--- src/rtl/teclado_pkg.sv ---
// Shared key codes, FSM encoding and helpers for the
// password-entry stage.
package teclado_pkg;

    localparam logic [3:0] TECLA_BORRAR = 4'hE;
    localparam logic [3:0] TECLA_ENTER  = 4'hF;

    typedef enum logic [1:0] {
        CAPTURA   = 2'd0,
        VERIFICAR = 2'd1,
        BLOQUEO   = 2'd2
    } estado_t;

    function automatic logic es_digito(input logic [3:0] code);
        return code <= 4'd9;
    endfunction

endpackage

--- src/rtl/contador_bloqueo.sv ---
// Lockout down-counter: loads LOCK_CYCLES-1, counts to zero,
// flags zero.
module contador_bloqueo #(
    parameter int LOCK_CYCLES = 50_000_000
) (
    input  logic clk,
    input  logic rst,
    input  logic cargar,
    input  logic contar,
    output logic cero
);

    localparam int W = (LOCK_CYCLES > 1) ? $clog2(LOCK_CYCLES) : 1;
    localparam logic [W-1:0] INICIO = W'(LOCK_CYCLES - 1);

    logic [W-1:0] cuenta;

    always_ff @(posedge clk or posedge rst) begin
        if (rst) begin
            cuenta <= '0;
        end else if (cargar) begin
            cuenta <= INICIO;
        end else if (contar && cuenta != '0) begin
            cuenta <= cuenta - 1'b1;
        end
    end

    assign cero = (cuenta == '0);

endmodule

--- src/rtl/verificador_clave.sv ---
// Password-entry stage: buffers keypad digits, verifies on '#',
// locks out after repeated failures.
module verificador_clave
    import teclado_pkg::*;
#(
    parameter int              DIGITS       = 4,
    parameter logic [4*DIGITS-1:0] CLAVE    = 16'h1234,
    parameter int              MAX_INTENTOS = 3,
    parameter int              LOCK_CYCLES  = 50_000_000
) (
    input  logic                clk,
    input  logic                rst,
    input  logic [3:0]          tecla,
    input  logic                tecla_valida,
    output logic [4*DIGITS-1:0] digitos,
    output logic [3:0]          n_digitos,
    output logic                acceso_ok,
    output logic                acceso_negado,
    output logic                bloqueado,
    output logic [3:0]          intentos
);

    localparam int DW = 4 * DIGITS;

    estado_t       estado, estado_sig;
    logic [DW-1:0] digitos_sig;
    logic [3:0]    n_sig, int_sig;
    logic          ok_sig, neg_sig, bloq_sig;
    logic          cargar, contar, cero, coincide;

    contador_bloqueo #(.LOCK_CYCLES(LOCK_CYCLES)) u_contador (
        .clk    (clk),
        .rst    (rst),
        .cargar (cargar),
        .contar (contar),
        .cero   (cero)
    );

    assign coincide = (n_digitos == 4'(DIGITS)) && (digitos == CLAVE);

    always_ff @(posedge clk or posedge rst) begin
        if (rst) begin
            estado        <= CAPTURA;
            digitos       <= '0;
            n_digitos     <= '0;
            acceso_ok     <= 1'b0;
            acceso_negado <= 1'b0;
            bloqueado     <= 1'b0;
            intentos      <= '0;
        end else begin
            estado        <= estado_sig;
            digitos       <= digitos_sig;
            n_digitos     <= n_sig;
            acceso_ok     <= ok_sig;
            acceso_negado <= neg_sig;
            bloqueado     <= bloq_sig;
            intentos      <= int_sig;
        end
    end

    always_comb begin
        estado_sig  = estado;
        digitos_sig = digitos;
        n_sig       = n_digitos;
        ok_sig      = 1'b0;
        neg_sig     = 1'b0;
        bloq_sig    = bloqueado;
        int_sig     = intentos;
        cargar      = 1'b0;
        contar      = 1'b0;
        unique case (estado)
            CAPTURA: begin
                if (tecla_valida) begin
                    if (es_digito(tecla)) begin
                        if (n_digitos < 4'(DIGITS)) begin
                            digitos_sig = (digitos << 4) | DW'(tecla);
                            n_sig       = n_digitos + 4'd1;
                        end
                    end else if (tecla == TECLA_BORRAR) begin
                        digitos_sig = '0;
                        n_sig       = '0;
                    end else if (tecla == TECLA_ENTER) begin
                        estado_sig = VERIFICAR;
                    end
                end
            end
            VERIFICAR: begin
                digitos_sig = '0;
                n_sig       = '0;
                estado_sig  = CAPTURA;
                if (coincide) begin
                    ok_sig  = 1'b1;
                    int_sig = '0;
                end else begin
                    neg_sig = 1'b1;
                    if (int'(intentos) + 1 < MAX_INTENTOS) begin
                        int_sig = intentos + 4'd1;
                    end else begin
                        int_sig    = '0;
                        bloq_sig   = 1'b1;
                        cargar     = 1'b1;
                        estado_sig = BLOQUEO;
                    end
                end
            end
            BLOQUEO: begin
                // bloqueado falls in the cycle the timer reads zero
                contar = 1'b1;
                if (cero) begin
                    estado_sig = CAPTURA;
                    bloq_sig   = 1'b0;
                end
            end
            default: estado_sig = CAPTURA;
        endcase
    end

endmodule

--- config.mk ---
export PLATFORM = sky130hd
export DESIGN_NAME = verificador_clave
export DESIGN_NICKNAME = d
export VERILOG_FILES = /design/src/rtl/teclado_pkg.sv /design/src/rtl/contador_bloqueo.sv /design/src/rtl/verificador_clave.sv
export SDC_FILE = /design/constraint.sdc
export NUM_CORES = 1
export LEC_CHECK = 0
export ABC_AREA = 1
export ABC_CLOCK_PERIOD_IN_PS = 3200
export BUFFER_PORTS_ARGS = -buffer_cell sky130_fd_sc_hd__clkbuf_2
export CAP_MARGIN = 10
export CORE_MARGIN = 3
export CORE_UTILIZATION = 50
export DETAILED_ROUTE_END_ITERATION = 16
export PLACE_DENSITY = 0.71
export SYNTH_ARGS = -nofsm -noshare
export SYNTH_HDL_FRONTEND = slang
export SYNTH_SLANG_ARGS = --single-unit
--- constraint.sdc ---
create_clock -name clk -period 3.2 [get_ports clk]
set_clock_uncertainty 0.2 [all_clocks]
set_input_delay 0.32 -clock clk [delete_from_list [all_inputs] [get_ports clk]]
set_output_delay 0.32 -clock clk [all_outputs]
set_load 0.005 [all_outputs]
==> metrics.yaml, run 1 <==
status: "finished clean"
pin_count: 34
fin_crit_ns: 2.35
nFillCells: 574
grt_pass1_wl_mm: 13.0
required_ns: 3.25
cp_max_fo: 16
cts_max_level: 2
wl_per_cell_um: 12.9
rsz0062_at_grt: "false"
syn-num-nets: 462
seq_area_um2: 1380
rows: 28
cp_data_arrival_time_ns: 2.40
cts_tree: "done"
async_reset_ff_share_pct: 100
syn_area_um2: 3170
die_width_um: 85.6
drt_iter0_markers: 249
cts_root_buffer: "clkbuf_8"
dp_hpwl_mm: 5.30
hp-start: "tecla_valida"
clk_pin_slew_ns: 0.10
critPathKind: "reg2reg"
vias: 2978
initial_utilization_pct: 52.6
post_cts_buffers: 0
postSynthCellCount: 451
finalSetupTns_ns: 0
postCtsHoldBufs: 1
cpMostUsedCell: "nand2_2"
synth.most_common_cell: "nand2_1"
r2r_start: "u_contador.cuenta[0]$_DFFE_PP0P_"
cpPeakStageDelay_ns: 0.40
avgSynthCellArea_um2: 7.03
cp_top_family: "simple AND/OR/NAND/NOR gates"
pwr_density_cell_nw_per_um2: 948
setup_viol: 0
peakVddDrop_mv: 0.414
synth_largest_area_cell: "dfrtp_1"
synth-main-ff-cell: "dfrtp_1"
hold_violations: 0
r2r_end: "u_contador.cuenta[7]$_DFFE_PP0P_"
critical_path_buf_inv_count: 2
worst_pin_slew_ns: 0.667
cts_buffers: 5
syn_to_final_growth_pct: 11.0
yosysWarningCount: 0
synth_area_leaders: "dfrtp_1, nand2_1, nand3_1, nor2_1, inv_1"
fmax_mhz: 426
antenna_cells: 0
synth_top_area_share_pct: 43.4
cts_resized: 0
multi_input_area_um2: 1580
hp-class: "in2reg"
antenna_found_initial: 0
routed_via_density: 5.30
die-area_um2: 7330
cp-end-kind: "flop"
cts.sinks: 55
drive_above_1_share_pct: 12.7
leakage_nw: 1.97
die_h_um: 85.6
clk-insertion-delay-late_ns: 0.31
grt_pass1_vias: 2818
r2r_slack_ns: 0.85
slowest_stage: "dfrtp_1"
holdWs_ns: 0.0307
gp_congestion: 0.914
grt_max_degree: 31
yosysUniqueCellTypes: 27
synth_enable_flop_cells: 0
slew_violations: 0
port-buffer-count: 33
firstDrtPassIters: 5
hold_depth: 3
drt.antenna.violating_nets: 0
cp-start-kind: "flop"
nNetsFinal: 497
synth-seq-cells: 55
holdPathEnd: "estado[0]$_DFFE_PP0P_"
drc_errors: 0
cts_buffer_depth: 2
core_um2: 6030
grt_usage_pct: 21.6
path_cells: "inv_1 -> ha_1 -> nand2_2 -> nor2_4 -> nand2_2 -> o21ai_4 -> buf_4 -> nand3_1 -> nand2_1"
grt_overflow: 0
cap_violations: 0
period_share_pct: 73.4
seq_area_frac_synth_pct: 43.4
drt-total-wl_mm: 7.28
worst_r2r_path_depth: 9
synthTopCellsByCount: "nand2_1, nand3_1, nor2_1"
maxSlewHeadroom_pct: 55.4
[power by group]
group / internal, mW / total (mW) / switching [mW]
Combinational: 0.597 / 1.69 / 1.09
Sequential: 0.936 / 1.22 / 0.286
Clock: 0.182 / 0.421 / 0.239
Total: 1.71 / 3.33 / 1.62
[logic make-up (layout without fill, tap and decap cells)]
logic type / Yosys count / count (layout) / share of synthesized area, %
AO/OA/AOI/OAI: 20 / 20 / 3.83
XOR/XNOR: 4 / 4 / 1.10
adder cells (fa/ha/maj): 4 / 4 / 1.58
buffers and inverters: 52 / 88 / 6.83
flip-flops: 55 / 55 / 43.4
AND/OR/NAND/NOR: 316 / 316 / 43.3
[how the worst max path moves through the flow]
stage	start	end	slack (ns)	cells past startpoint
floorplan	u_contador.cuenta[0]$_DFFE_PP0P_	u_contador.cuenta[21]$_DFFE_PP0P_	1.18	10
global placement	u_contador.cuenta[0]$_DFFE_PP0P_	u_contador.cuenta[11]$_DFFE_PP0P_	0.98	9
detailed placement	u_contador.cuenta[0]$_DFFE_PP0P_	u_contador.cuenta[14]$_DFFE_PP0P_	0.89	9
CTS	u_contador.cuenta[0]$_DFFE_PP0P_	u_contador.cuenta[4]$_DFFE_PP0P_	0.86	9
global route	u_contador.cuenta[0]$_DFFE_PP0P_	u_contador.cuenta[5]$_DFFE_PP0P_	0.65	9
finish	u_contador.cuenta[0]$_DFFE_PP0P_	u_contador.cuenta[7]$_DFFE_PP0P_	0.85	9
[routing by layer]
metal  up-vias  track usage [%]  share of wire [%]
li1       1511                -                  -
met1      1387             30.8                 48
met2        72             35.1                 46
met3         8             3.36                5.2
met4         0             4.32               0.88
met5         -                0                  0
[state kept, by name (all words and copies together), names as in the netlist]
| register | flops |
|---|---|
| acceso_negado | 1 |
| digitos | 16 |
| n_digitos | 4 |
| u_contador.cuenta | 26 |
| bloqueado | 1 |
| estado | 2 |
| intentos | 4 |
| acceso_ok | 1 |
[placed cells by master, fill, tap and decap left out, types with 7 or more instances in the layout]
master,Yosys,layout
nand2_1,144,144
nand3_1,74,74
nor2_1,65,65
dfrtp_1,55,55
inv_1,40,39
clkbuf_2,0,33
nand4_1,14,14
o21ai_0,10,10
or2_2,7,7
[stage by stage]
| step | total power [mW] | std cells | util, % | worst slack, ns | area (um2) |
|---|---|---|---|---|---|
| after floorplan | 2.45 | 451 | - | 1.18 | 3170 |
| after global placement | 2.86 | 553 | 56.6 | 0.978 | 3410 |
| after detailed placement | 2.90 | 553 | 56.6 | 0.886 | 3410 |
| after CTS | 3.34 | 562 | 58.4 | 0.863 | 3520 |
| after global routing | 3.68 | 562 | 58.4 | 0.648 | 3520 |
| final | 3.33 | 562 | 58.4 | 0.850 | 3520 |
[tightest hold or removal path: stages]
cell and delay [ns]:
clkbuf_2 0.09, nand3_1 0.07, nor3_1 0.04
[area by class of cell]
type                    instances  area share, %
clock buffers                   6           2.35
clock inverters                 2          0.498
inverters                      40           4.27
multi-input cells             344           44.8
flip-flops and latches         55           39.1
well taps                      75           2.67
repair buffers                 40           6.26
Power figures use the tool's default switching activity.
==> inputs of run 2 (changes only) <==
ABC_CLOCK_PERIOD_IN_PS = 2000   (was 3200)
PLACE_DENSITY = 0.73   (was 0.71)
clock period = 2 ns   (was 3.2 ns; I/O delays follow)
==> run 2 against run 1 <==
Net effect: the run now ends with setup timing left; utilization is 7.7 points higher; largest cell class unchanged; clock power is 54% higher; hold slack worse by 0.018 ns; critical endpoint is now u_contador.cuenta[18]$_DFFE_PP0P_; final cell count is 5.9% higher; highest routed layer unchanged; critical path type unchanged; largest power group unchanged.
==> metrics.yaml, run 2 (same netlist as run 1, synthesis figures left out) <==
status: "finished, violations left"
violations: "setup timing"
syn_to_final_growth_pct: 25.7
seqPwrFrac_pct: 31.4
rsz0062_at_grt: "true"
die_h_um: 85.6
hp-class: "in2reg"
nFillCells: 514
cts_buffer_depth: 2
cts.sinks: 55
grt_max_degree: 56
required_ns: 2.00
dpl_worst_slack_ns: 0.0200
pwr-share-comb_pct: 57.8
worst_r2r_path_depth: 10
drive_above_1_share_pct: 21.7
r2r_slack_ns: -0.03
routed_via_density: 5.45
drt_iter0_markers: 337
grt_pass1_wl_mm: 13.4
gp_congestion: 0.907
crit_end: "u_contador.cuenta[18]$_DFFE_PP0P_"
period_share_pct: 101
fin_crit_ns: 2.03
cp-start-kind: "flop"
hold_depth: 5
fmax_mhz: 493
cap_violations: 0
top_layer: "met4"
multi_input_area_um2: 1680
slew_violations: 0
largest_reg_flops: 26
met3_length_um: 501
pin_count: 34
cp_data_arrival_time_ns: 2.03
clockPowerShare_pct: 10.8
top_regs: "u_contador.cuenta (26), digitos (16)"
pwr_density_cell_nw_per_um2: 1510
drc_errors: 0
nNetsFinal: 530
clk-insertion-delay-late_ns: 0.32
grt_pass1_vias: 2915
critPathKind: "reg2reg"
drt.antenna.violating_nets: 0
vias: 3242
final_area_um2: 3980
port-buffer-count: 33
die-area_um2: 7330
stdcell_count: 595
seq_area_um2: 1380
setup_viol: 1
grt_overflow: 0
grt_usage_pct: 22.2
worst_pin_slew_ns: 0.351
hold_violations: 0
leakage_nw: 2.20
intPower_mw: 3.13
layout_commonest_cell: "nand2_1"
cp_max_fo: 6
switching_share_pct: 48.0
startpoint: "intentos[1]$_DFFE_PP0P_"
cp-end-kind: "flop"
peakVddDrop_mv: 0.748
r2r_start: "intentos[1]$_DFFE_PP0P_"
cts_max_level: 2
drt-total-wl_mm: 8.29
dp_hpwl_mm: 5.49
holdWs_ns: 0.0122
die_width_um: 85.6
rows: 28
core_um2: 6030
met1Wirelength_mm: 3.91
largest-register: "u_contador.cuenta"
wl_met2_mm: 3.81
finalSetupTns_ns: -0.0280
power_mw: 6.01
fin_util_pct: 66.1
maxSlewHeadroom_pct: 76.5
wl_per_cell_um: 13.9
layout_setup_ws_ns: -0.0280
cts_buffers: 5
final_cell_mix: "nand2_1, nand3_1, nor2_1"
r2r_end: "u_contador.cuenta[18]$_DFFE_PP0P_"
dp_cells: 572
cts_root_buffer: "clkbuf_8"
firstDrtPassIters: 5
antenna_cells: 0
clk_pin_slew_ns: 0.11
power_switching_mw: 2.88
initial_utilization_pct: 52.6
antenna_found_initial: 0
cts_tree: "done"
place_area_um2: 3590
==> run 2: cell types whose count changed in the layout (fill, tap and decap cells not counted), moves of 3 or more <==
| cell | delta |
|---|---|
| dlygate4sd3_1 | +4 |
| nor2_2 | +7 |
| buf_12 | +6 |
| nor2_1 | -7 |
| buf_4 | +18 |
| nand3_2 | +8 |
| nand3_1 | -8 |
| nand2_1 | -3 |
==> run 2: cell type report <==
cell class,instances,share of cell area (%)
clock buffers,5,1.73
clock inverters,3,0.565
inverters,40,3.77
multi-input cells,345,42.3
flip-flops and latches,55,34.5
well taps,75,2.36
repair buffers,72,14.8
==> run 2: power by group through the flow <==
stage	Combinational [mW]	Sequential, mW	Clock (mW)
2_1_floorplan	2.06	1.86	0
3_3_place_gp	2.98	1.88	0
3_5_place_dp	3.05	1.89	0
4_1_cts	3.07	1.87	0.657
5_1_grt	3.89	1.93	0.708
6_report	3.48	1.88	0.649
==> run 2: worst max-delay path, stage by stage, from the launching register on <==
cell and delay [ns]:
dfrtp_1 0.41, ha_1 0.29, inv_2 0.04, nor2_2 0.10, nor2_2 0.06, a21oi_2 0.22
nand2_4 0.12, buf_12 0.15, clkbuf_16 0.15, nand4_1 0.11, nand2_1 0.08
==> run 2: worst min-delay path by stage <==
stage                  start                           endpoint  slack [ns]
global placement         rst  u_contador.cuenta[12]$_DFFE_PP0P_        0.06
detailed placement       rst            intentos[3]$_DFFE_PP0P_        0.07
floorplan           tecla[0]             digitos[0]$_DFFE_PP0P_        0.11
finish              tecla[2]              estado[0]$_DFFE_PP0P_        0.01
global route        tecla[2]              estado[0]$_DFFE_PP0P_        0.02
CTS                 tecla[2]              estado[0]$_DFFE_PP0P_        0.01
==> run 2: metal layers <==
layer  GRT usage (%)  vias to the layer above
met4            6.47                        0
met1            32.9                     1529
met5               0                        -
met3            3.36                       10
met2            34.0                      122
li1                -                     1581
==> run 2: timing repair <==
action	CTS	global route
setup buffers	0	6
setup endpoints to repair	2	28
gates resized for setup	0	28
hold buffers	5	0
cloned	0	4
hold endpoints to repair	59	0
pin swaps	0	12
